===== src/rtl/genx_qspi_pkg.sv =====
// Shared opcodes, FSM encoding and word-slice helpers for the QSPI handler.
package genx_qspi_pkg;

  localparam logic [7:0] OP_REG_WR  = 8'h02;
  localparam logic [7:0] OP_REG_RD  = 8'h03;
  localparam logic [7:0] OP_SMEM_WR = 8'h12;
  localparam logic [7:0] OP_SMEM_RD = 8'h13;

  localparam int WDATA_WORDS = 16;

  typedef enum logic [1:0] {
    ST_IDLE   = 2'd0,
    ST_DECODE = 2'd1,
    ST_REQ    = 2'd2,
    ST_WAIT   = 2'd3
  } state_t;

  // LSB of word idx inside {x_h, x_l}: word 0 sits at the top of _h.
  function automatic logic [8:0] word_lsb(input logic [3:0] idx);
    return {~idx, 5'b0_0000};
  endfunction

endpackage


===== src/rtl/genx_qspi_handler_if.sv =====
// Register/SMEM request-acknowledge bus driven by the QSPI handler.
interface genx_qspi_handler_if;
  logic        bus_req;
  logic        bus_write;
  logic [1:0]  bus_sel;
  logic [31:0] bus_addr;
  logic [31:0] bus_wdata;
  logic        bus_ack;
  logic [31:0] bus_rdata;

  modport master (
    output bus_req, bus_write, bus_sel, bus_addr, bus_wdata,
    input  bus_ack, bus_rdata
  );

  modport slave (
    input  bus_req, bus_write, bus_sel, bus_addr, bus_wdata,
    output bus_ack, bus_rdata
  );
endinterface


===== src/rtl/genx_pulse_sync.sv =====
// Multi-flop synchroniser for an SCK-domain level, followed by a rising-edge detector.
module genx_pulse_sync #(
  parameter int STAGES = 2
) (
  input  logic clk,
  input  logic resetn,
  input  logic level,
  output logic rise
);

  logic [STAGES-1:0] sync;
  logic              prev;

  always_ff @(posedge clk or negedge resetn) begin
    if (!resetn) begin
      sync <= '0;
      prev <= 1'b0;
    end else begin
      sync <= {sync[STAGES-2:0], level};
      prev <= sync[STAGES-1];
    end
  end

  assign rise = sync[STAGES-1] & ~prev;

endmodule


===== src/rtl/genx_qspi_handler.sv =====
// QSPI transaction handler: notify edge detect, decode, 1..16 word bus sequencing.
// Optional QSPI_STATS_EN adds saturating read/write/err counters.
//   state  | meaning
//   IDLE   | waiting for a notify edge
//   DECODE | check select legality for the captured transfer
//   REQ    | drive address/data for the current word, raise bus_req
//   WAIT   | hold bus_req until bus_ack or timeout
module genx_qspi_handler
  import genx_qspi_pkg::*;
#(
  parameter int          SYNC_STAGES = 2,
  parameter int          ACK_TIMEOUT = 64,
  parameter logic [31:0] RD_FILL     = 32'hDEAD_BEEF
) (
  input  logic         clk,
  input  logic         resetn,
  input  logic         notify_read,
  input  logic         notify_write,
  input  logic [7:0]   opcode,
  input  logic [31:0]  address,
  input  logic [1:0]   chip_select,
  input  logic [255:0] wdata_h,
  input  logic [255:0] wdata_l,
  output logic [255:0] rdata_h,
  output logic [255:0] rdata_l,
  genx_qspi_handler_if.master bus,
  output logic         busy,
  output logic         err
`ifdef QSPI_STATS_EN
  ,
  output logic [31:0]  stat_rd,
  output logic [31:0]  stat_wr,
  output logic [31:0]  stat_err
`endif
);

  localparam int            TW     = $clog2(ACK_TIMEOUT + 1);
  localparam logic [TW-1:0] T_LOAD = TW'(ACK_TIMEOUT - 1);

  logic          rd_edge, wr_edge;
  state_t        state;
  logic          is_wr, to_seen;
  logic [1:0]    sel_q;
  logic [31:0]   addr_q;
  logic [511:0]  wd_q, rd_q;
  logic [3:0]    idx, last_idx;
  logic [TW-1:0] timer;
  logic          rd_op, wr_op, multi_op;

  genx_pulse_sync #(.STAGES(SYNC_STAGES)) u_sync_rd (
    .clk(clk), .resetn(resetn), .level(notify_read), .rise(rd_edge)
  );
  genx_pulse_sync #(.STAGES(SYNC_STAGES)) u_sync_wr (
    .clk(clk), .resetn(resetn), .level(notify_write), .rise(wr_edge)
  );

  assign rd_op    = (opcode == OP_REG_RD) || (opcode == OP_SMEM_RD);
  assign wr_op    = (opcode == OP_REG_WR) || (opcode == OP_SMEM_WR);
  assign multi_op = (opcode == OP_SMEM_RD) || (opcode == OP_SMEM_WR);
  assign rdata_h  = rd_q[511:256];
  assign rdata_l  = rd_q[255:0];
  assign busy     = (state != ST_IDLE);

  always_ff @(posedge clk or negedge resetn) begin
    if (!resetn) begin
      state         <= ST_IDLE;
      is_wr         <= 1'b0;
      to_seen       <= 1'b0;
      sel_q         <= '0;
      addr_q        <= '0;
      wd_q          <= '0;
      rd_q          <= '0;
      idx           <= '0;
      last_idx      <= '0;
      timer         <= '0;
      err           <= 1'b0;
      bus.bus_req   <= 1'b0;
      bus.bus_write <= 1'b0;
      bus.bus_sel   <= '0;
      bus.bus_addr  <= '0;
      bus.bus_wdata <= '0;
    end else begin
      err <= 1'b0;
      case (state)
        ST_IDLE: begin
          if (wr_edge && rd_edge) err <= 1'b1;
          // A write edge wins; a read edge only starts a read-kind opcode.
          if ((wr_edge && wr_op) || (rd_edge && !wr_edge && rd_op)) begin
            is_wr    <= wr_edge;
            sel_q    <= ~chip_select;
            addr_q   <= address;
            wd_q     <= {wdata_h, wdata_l};
            last_idx <= multi_op ? 4'(WDATA_WORDS - 1) : 4'd0;
            idx      <= '0;
            to_seen  <= 1'b0;
            state    <= ST_DECODE;
            if (!wr_edge) rd_q <= '0;
          end
        end
        ST_DECODE: begin
          if (sel_q == 2'b00) begin
            state <= ST_IDLE;
          end else if (!is_wr && sel_q == 2'b11) begin
            err   <= 1'b1;
            state <= ST_IDLE;
          end else begin
            state <= ST_REQ;
          end
        end
        ST_REQ: begin
          bus.bus_req   <= 1'b1;
          bus.bus_write <= is_wr;
          bus.bus_sel   <= sel_q;
          bus.bus_addr  <= addr_q + {26'b0, idx, 2'b00};
          bus.bus_wdata <= is_wr ? wd_q[word_lsb(idx) +: 32] : 32'h0;
          timer         <= T_LOAD;
          state         <= ST_WAIT;
        end
        ST_WAIT: begin
          if (bus.bus_ack || timer == '0) begin
            bus.bus_req <= 1'b0;
            if (!bus.bus_ack && !to_seen) begin
              err     <= 1'b1;
              to_seen <= 1'b1;
            end
            if (!is_wr) rd_q[word_lsb(idx) +: 32] <= bus.bus_ack ? bus.bus_rdata : RD_FILL;
            if (idx == last_idx) begin
              state         <= ST_IDLE;
              bus.bus_write <= 1'b0;
              bus.bus_sel   <= '0;
              bus.bus_addr  <= '0;
              bus.bus_wdata <= '0;
            end else begin
              idx   <= idx + 4'd1;
              state <= ST_REQ;
            end
          end else begin
            timer <= timer - 1'b1;
          end
        end
        default: state <= ST_IDLE;
      endcase
      if (state != ST_IDLE && (rd_edge || wr_edge)) err <= 1'b1;
    end
  end

`ifdef QSPI_STATS_EN
  logic txn_end;
  assign txn_end = (state == ST_WAIT) && (bus.bus_ack || timer == '0) && (idx == last_idx);

  always_ff @(posedge clk or negedge resetn) begin
    if (!resetn) begin
      stat_rd  <= '0;
      stat_wr  <= '0;
      stat_err <= '0;
    end else begin
      if (txn_end && !is_wr && stat_rd != '1) stat_rd <= stat_rd + 32'd1;
      if (txn_end && is_wr && stat_wr != '1)  stat_wr <= stat_wr + 32'd1;
      if (err && stat_err != '1)              stat_err <= stat_err + 32'd1;
    end
  end
`endif

endmodule

===== src/flat_wrapper.sv =====
// flat-port wrapper written by rule: the top's interface ports become plain ports
module genx_qspi_handler_flat import genx_qspi_pkg::*;
#(
  parameter int          SYNC_STAGES = 2,
  parameter int          ACK_TIMEOUT = 64,
  parameter logic [31:0] RD_FILL     = 32'hDEAD_BEEF
)
  (clk, resetn, notify_read, notify_write, opcode, address, chip_select, wdata_h, wdata_l, rdata_h, rdata_l, busy, err, bus_bus_req, bus_bus_write, bus_bus_sel, bus_bus_addr, bus_bus_wdata, bus_bus_ack, bus_bus_rdata);
  genx_qspi_handler_if bus_i ();
  input  logic clk;
  input  logic resetn;
  input  logic notify_read;
  input  logic notify_write;
  input  logic [7:0] opcode;
  input  logic [31:0] address;
  input  logic [1:0] chip_select;
  input  logic [255:0] wdata_h;
  input  logic [255:0] wdata_l;
  output logic [255:0] rdata_h;
  output logic [255:0] rdata_l;
  output logic busy;
  output logic err;
  output wire logic [$bits(bus_i.bus_req)-1:0] bus_bus_req;
  output wire logic [$bits(bus_i.bus_write)-1:0] bus_bus_write;
  output wire logic [$bits(bus_i.bus_sel)-1:0] bus_bus_sel;
  output wire logic [$bits(bus_i.bus_addr)-1:0] bus_bus_addr;
  output wire logic [$bits(bus_i.bus_wdata)-1:0] bus_bus_wdata;
  input wire logic [$bits(bus_i.bus_ack)-1:0] bus_bus_ack;
  input wire logic [$bits(bus_i.bus_rdata)-1:0] bus_bus_rdata;
  assign bus_bus_req = bus_i.bus_req;
  assign bus_bus_write = bus_i.bus_write;
  assign bus_bus_sel = bus_i.bus_sel;
  assign bus_bus_addr = bus_i.bus_addr;
  assign bus_bus_wdata = bus_i.bus_wdata;
  assign bus_i.bus_ack = bus_bus_ack;
  assign bus_i.bus_rdata = bus_bus_rdata;
  genx_qspi_handler #(.SYNC_STAGES(SYNC_STAGES), .ACK_TIMEOUT(ACK_TIMEOUT), .RD_FILL(RD_FILL)) u_core (.clk(clk), .resetn(resetn), .notify_read(notify_read), .notify_write(notify_write), .opcode(opcode), .address(address), .chip_select(chip_select), .wdata_h(wdata_h), .wdata_l(wdata_l), .rdata_h(rdata_h), .rdata_l(rdata_l), .bus(bus_i), .busy(busy), .err(err));
endmodule

===== config.mk =====
export PLATFORM = sky130hd
export DESIGN_NAME = genx_qspi_handler_flat
export DESIGN_NICKNAME = d
export VERILOG_FILES = /design/src/rtl/genx_qspi_pkg.sv /design/src/rtl/genx_qspi_handler_if.sv /design/src/rtl/genx_pulse_sync.sv /design/src/rtl/genx_qspi_handler.sv /design/src/flat_wrapper.sv
export SDC_FILE = /design/constraint.sdc
export NUM_CORES = 2
export LEC_CHECK = 0
export CORE_AREA = 5 5 457 459
export DETAILED_ROUTE_END_ITERATION = 10
export DIE_AREA = 0 0 462 464
export GPL_TIMING_DRIVEN = 0
export PLACE_DENSITY_LB_ADDON = 0.15
export SYNTH_ARGS = -nofsm -noshare
export SYNTH_HDL_FRONTEND = slang
export SYNTH_SLANG_ARGS = --single-unit

===== constraint.sdc =====
create_clock -name clk -period 3.1 [get_ports clk]
set_input_delay 0.775 -clock clk [delete_from_list [all_inputs] [get_ports clk]]
set_output_delay 0.775 -clock clk [all_outputs]
set_load 0.005 [all_outputs]

After elaboration in Yosys (flattened, before gate mapping) --
Cells that the tools add are included.
Storage, ports and cells: flip-flop bits (word level) 1152, word-level logic and storage cells 125
Cells by class: add/sub/neg operators 4, equal/unequal tests 17, shifts and indexed selects 3, multiplexer cells 44, bitwise logic cells 6, reduce and logical (&&, ||, !) cells 31
Operators by type and width (count):
- 512-bit 2-to-1 mux | 4
- 512-bit one-hot mux with 2 select lines | 1
- 512-bit bitwise mux | 1
- 32-bit by 11-bit variable shift with 512-bit output, first input constant | 1
- 32-bit by 11-bit indexed part select with 512-bit output | 1
- 512-bit by 10-bit indexed part select with 32-bit output | 1
- 32-bit 2-to-1 mux | 4
- 32-bit one-hot mux with 2 select lines | 2
- 32-bit by 6-bit adder with 32-bit output | 1
- 8-bit by 2-bit == test with 1-bit output, second input constant | 2
- 8-bit by 5-bit == test with 1-bit output, second input constant | 2
- 4-bit 2-to-1 mux | 4
- 2-bit 2-to-1 mux | 7
- 7-bit one-hot mux with 2 select lines | 1
- 1-bit 2-to-1 mux | 12
- 9-bit negation with 11-bit output | 1
- 2-bit by 1-bit inequality test with 1-bit output, second input constant | 4
- 2-bit inequality test, second input constant | 4
- 2-bit one-hot mux with 4 select lines | 1
- 4-bit one-hot mux with 2 select lines | 1
- 2-bit AND reduction | 4
- 4-bit AND reduction | 2
- 1-bit logical AND | 7
- 7-bit logical NOT | 1
- 19 further kinds | 36

Logic depth before layout (Yosys ltp) --
word-level depth 8, mapped depth 11, gate-level depth less buffers 8

Hierarchy --
From an unflattened synthesis, not the netlist that was laid out.
Second synthesis, totals: cells, all modules 4358, area total of the unflattened synthesis 47757.1 um^2
By module, submodules not included:
- genx_qspi_handler | times used 1, cells each 4350, area each 47579.4 um^2
- genx_pulse_sync | times used 2, cells each 4, area each 88.8 um^2

Least setup slack after synthesis --
OpenSTA, ideal clock, no wires.
kind flip-flop to flip-flop, start register u_core.idx[1], end register u_core.bus.bus_addr[20], arrival time 2956 ps, path slack 23 ps, cell stages (with the launch flop) 12, cell sequence dfrtp_1 -> clkbuf_1 -> clkbuf_1 -> clkbuf_1 -> inv_1 -> fa_1 -> nand2b_1 -> a21oi_1 -> clkbuf_1 -> nand4_1 -> xnor2_1 -> a22o_1
Between the ends: longest elaborated chain between the ends 3
Ends and longest elaborated chain:
- start: declaration | RTL line genx_qspi_handler.sv:46 | logic [3:0] idx, last_idx;
- start signal: assignment | RTL line genx_qspi_handler.sv:134 | idx <= idx + 4'd1;
- parallel branches: the longest is 3 deep, another holds 32-bit by 6-bit adder with 32-bit output
- end signal: assignment | RTL line genx_qspi_handler.sv:114 | bus.bus_addr <= addr_q + {26'b0, idx, 2'b00};
- end: declaration | RTL line genx_qspi_handler_if.sv:12 | output bus_req, bus_write, bus_sel, bus_addr, bus_wdata,
Several ways; the timed one is not identified. A chain may end at the register's enable or synchronous reset.

Worst setup path in the final report --
start input opcode[6], end register u_core.wd_q[113]
Between the ends: longest elaborated chain between the ends 5
Ends and longest elaborated chain:
- start: declaration | RTL line flat_wrapper.sv:14 | input logic [7:0] opcode;
- 8-bit by 2-bit == test with 1-bit output, or another cell as far along | RTL line genx_qspi_handler.sv:58 | assign wr_op = (opcode == OP_REG_WR) || (opcode == OP_SMEM_WR);
- 1-bit logical OR (on tied branches) | RTL line genx_qspi_handler.sv:58, genx_qspi_handler.sv:57
- 1-bit logical AND | RTL line genx_qspi_handler.sv:88 | if ((wr_edge && wr_op) || (rd_edge && !wr_edge && rd_op)) begin
- 1-bit logical OR (*) | RTL line genx_qspi_handler.sv:88
- 2-bit AND reduction (no line) (*)
- end signal: assignment | RTL line genx_qspi_handler.sv:92 | wd_q <= {wdata_h, wdata_l};
- end: declaration | RTL line genx_qspi_handler.sv:45 | logic [511:0] wd_q, rd_q;
Mark *: on every way between the ends. The rest lies on a longest branch, timed or not.

==> results.txt <==
----------------------------------------------------
[Status]
  Result of the run ... finished, final reports clean

[Synthesis]
  Post-synthesis net count ... approximately 3,800
  Ys Warns ... 0
  Post-synthesis share of cell area spent on full adders, half adders and majority gates ... less than 1%
  Unique masters post-synth ... 64
  Register bit total from synthesis ... 1,149
  Instance count of the mapped netlist ... around 3,200
  Portion of netlist area occupied by mux cells ... between 20% and 30%
  Main synth FF type ... dfrtp_1
  Post-synthesis instance area ... between 40,000 and 50,000 sq um
  Count of flip-flops with a built-in enable after synthesis ... 0
  Mean cell area of the mapped netlist ... roughly 15 sq um
  Share of flip-flops with an asynchronous set or reset after synthesis ... 100%
  Post-synthesis xor/xnor area fraction ... less than 1%
  Share of synthesized cell area in and, or, nand and nor gates ... under 10%
  Area fraction in compound gates after synthesis ... between 10 and 15%
  Sequential-to-total area share from yosys stat ... 60.4%
  Main combinational cell family by area after synthesis ... multiplexers

[Setup path]
  Cell-by-cell listing of the critical path ... clkdlybuf4s50_1 -> nor2_1 -> and4_2 -> nand3_2 -> clkbuf_1 -> clkbuf_1 -> mux2_2
  Arrival time worst endpoint ... approximately 3.7 ns
  Worst r2r path cells ... 10
  Worst reg-to-reg setup slack ... approximately 0.10 ns
  Kind of capture point of the worst setup path ... flip-flop
  Most repeated library cell on the critical path ... clkbuf_1
  Largest fanout on the critical path ... 10
  Category of the critical setup timing path ... input pin to flip-flop
  Delay contributed by the slowest stage of the critical path ... around 0.74 ns
  Endpoint of the worst setup timing path ... u_core.wd_q[113]
  Highest-delay cell along the critical path ... clkbuf_1
  Startpoint of the most critical register-to-register path ... u_core.timer[0]
  Endpoint of the lowest-slack register-to-register path ... u_core.rd_q[481]
  CP Launch Type ... input pin
  Worst setup path startpoint ... opcode[6]
  Data required time at the worst endpoint ... between 3 and 4 ns

[Floorplanning]
  Core Area ... ~200,000 sq um
  Total number of placement rows ... approximately 170
  Die width ... approximately 460 um
  Number of top-level pins ... 1,173
  Initial Utilization ... 23.4%
  Height of the die ... 464 um
  Die area ... 214,000 sq um

[Detailed routing]
  Drt initial violations ... roughly 2,000
  Via count of the routed design ... 34,860
  Number of nets still failing antenna checks after routing ... 0
  Post-detailed-routing wire length ... 237,000 um
  Detailed-route vias per instance ... roughly 4.7
  First-pass detailed-route iteration total ... 5
  Routed WL per cell ... ~32 um
  Final routed DRC violation total ... 0

[Power and ir drop]
  Pleak ... roughly 31 nW
  Total Power Consumption ... about 42 mW
  Power density over the cells ... 609 nW/um^2
  Worst-case vdd ir drop ... between 500 and 600 uV

[Timing]
  Max-slew violation total from the final report ... 0
  Total Neg Setup Slack ... 0 ns
  Setup clock skew after layout ... ~0.057 ns
  Setup violators final ... 0
  Relative max-transition margin ... between 20% and 30%
  Post-layout minimum cycle time ... between 3 and 4 ns
  Worst-case setup margin in the final layout ... roughly 0.074 ns
  Worst Tran Pin Value ... ~1.1 ns
  Max Fclk ... approximately 0.33 GHz
  Period utilization ... a little over nine tenths
  Unrepaired setup endpoints after global routing ... no
  Final hold violations ... 0
  Worst-case hold slack ... ~0.043 ns

[Placement]
  Cell count after placement ... slightly above 7,000
  Area post-placement ... 63,000 sq um
  HPWL after DPL ... 184,000 um
  Pre-CTS setup slack ... -3.01 ns
  RePlAce Congestion ... 0.823
  Port bufs ... between 1,000 and 1,500

[Finish]
  Signed area change from the synthesized netlist to the final layout ... 45.2%
  Share of post-route cells with drive strength above 1 ... 25.8%
  Final Cell Area ... just under 70,000 sq um
  Fill cell instance count of the final layout ... roughly 20,000
  Commonest non-fill, non-tap cell in the layout ... clkdlybuf4s50_1
  Leading cell types in the layout, fill and taps excluded ... clkdlybuf4s50_1 (1,170), dfrtp_1 (1,147), mux2_2 (605)
  Number of nets in the final layout ... roughly 5,200
  Share of the core filled with cells ... ~34%
  Number of cells in the finished layout apart from fillers ... 7,423

[GRT]
  Via count of the first global-routing pass ... between 30,000 and 40,000
  Wire length of the first global-routing pass ... between 300,000 and 400,000 um
  Antenna violations before repair ... roughly 120
  Maximum number of pins on one net before global-route repair ... between 150 and 200
  Leftover overflow at the end of global routing ... 0
  Overall global routing resource usage ... about 21%

[Clock network]
  CTS buffer count ... roughly 150
  Clock latency at the later pin of the worst-skew pair ... 0.80 ns
  Max H-tree Level ... 4
  Root Driver ... clkbuf_16
  Clock-pin slew on the worst setup and hold paths ... 0.06 ns
  CTS tree ... yes
  CTS Buffer Depth ... 3
  Total clock sinks ... about 1,100

[Run]
  Max-cap violations ... 0

[Min path]
  Hold WC Path Type ... input pin to async pin

----------------------------------------------------
==> synth_stat cells, types with 2 or more instances <==
master | count | area share, %
dfrtp_1 | 1149 | 60
mux2_2 | 605 | 14
o2bb2ai_1 | 352 | 6.5
clkbuf_1 | 224 | 1.8
mux4_2 | 128 | 6.1
nor2_1 | 112 | 0.88
a22o_1 | 74 | 1.4
mux2i_1 | 65 | 1.4
a21o_1 | 44 | 0.69
nand2_1 | 42 | 0.33
nand3_1 | 39 | 0.41
mux2_1 | 35 | 0.83
o22ai_1 | 32 | 0.42
nor2b_1 | 30 | 0.39
nand2b_1 | 29 | 0.38
xnor2_1 | 27 | 0.50
buf_1 | 22 | 0.17
nand4_1 | 22 | 0.29
o21ai_0 | 22 | 0.23
inv_1 | 20 | 0.16
buf_2 | 19 | 0.20
a32o_1 | 16 | 0.34
a21oi_1 | 14 | 0.15
ha_1 | 13 | 0.34
nor3_1 | 11 | 0.12
and3_1 | 8 | 0.11
nor3b_1 | 8 | 0.13
xor2_1 | 8 | 0.15
and2_1 | 4 | 0.053
buf_4 | 4 | 0.063
nor4_1 | 4 | 0.053
a211oi_1 | 3 | 0.047
a21bo_2 | 3 | 0.063
buf_6 | 3 | 0.071
o311ai_0 | 3 | 0.055
or4_1 | 3 | 0.047
and4_1 | 2 | 0.037
nand3b_1 | 2 | 0.032
nor4b_4 | 2 | 0.10
or2_2 | 2 | 0.026
==> timing repair <==
action,CTS,global route
gates cloned,2,1
hold endpoints to repair,120,6
setup buffers,30,2
pin swaps,16,3
endpoints found under the setup margin,1265,588
resized for setup,223,60
==> cell families (layout without fill, tap and decap cells) <==
kind of cell	count (synthesis)	count (layout)
DFF	1149	1149
muxes	833	833
AOI/OAI and AO/OA	577	577
and+or+nand+nor	329	329
buffers and inverters	292	1761
xor gates and xnor gates	35	35
adders and majority gates	14	14
other	0	37
==> how the worst min path moves through the flow <==
| stage | end | slack (ns) | depth (start not counted) |
|---|---|---|---|
| final | u_core.rd_q[207] | 0.04 | 2 |
| after global routing | u_core.rd_q[206] | 0.02 | 2 |
| after CTS | u_core.rd_q[45] | -0.06 | 1 |
| after detailed placement | u_core.u_sync_rd.sync[1] | 0.34 | 0 |
| after global placement | u_core.u_sync_rd.sync[1] | 0.34 | 0 |
| after floorplan | u_core.u_sync_rd.sync[1] | 0.33 | 0 |
==> layout make-up <==
class                           count  area [sq um]  share of cell area (%)
Inverter                           20          82.6                   0.119
Multi-Input combinational cell   1788         18100                    26.2
Buffer                            268          1440                    2.08
Timing Repair Buffer             1218         12400                    17.9
Sequential cell                  1149         28800                    41.6
Antenna cell                       37          92.6                   0.134
Tap cell                         2688          3360                    4.86
Clock buffer                      214          4280                    6.19
Clock inverter                     41           621                   0.897
==> where the power goes <==
part           switching (mW)  internal (mW)
clock network            7.16           10.4
registers               0.540           15.9
logic                    4.85           3.38
total                    12.5           29.6
==> per-layer routing <==
layer | global-route usage (%) | wire length, um | part of all wire [%] | up-vias
li1 | - | - | - | 14911
met1 | 23.7 | 86800 | 37 | 18206
met2 | 38.0 | 121000 | 51 | 1203
met3 | 8.00 | 19800 | 8.4 | 416
met4 | 6.93 | 8330 | 3.5 | 124
met5 | 0 | 844 | 0.36 | -
==> state kept, by name (all words and copies together) (netlist names), 4 cells and up <==
signal and cells:
u_core.idx 4, u_core.wd_q 512, u_core.rd_q 512, u_core.bus.bus_wdata 32, u_core.addr_q 32, u_core.timer 7, u_core.bus.bus_addr 32
==> critical path: cells and delay by family <==
family / cells / cell delay [ns]
buffers and inverters: 3 / 1.85
and+or+nand+nor: 3 / 0.62
muxes: 1 / 0.42
Note: power is estimated with default switching activity, not from simulation.
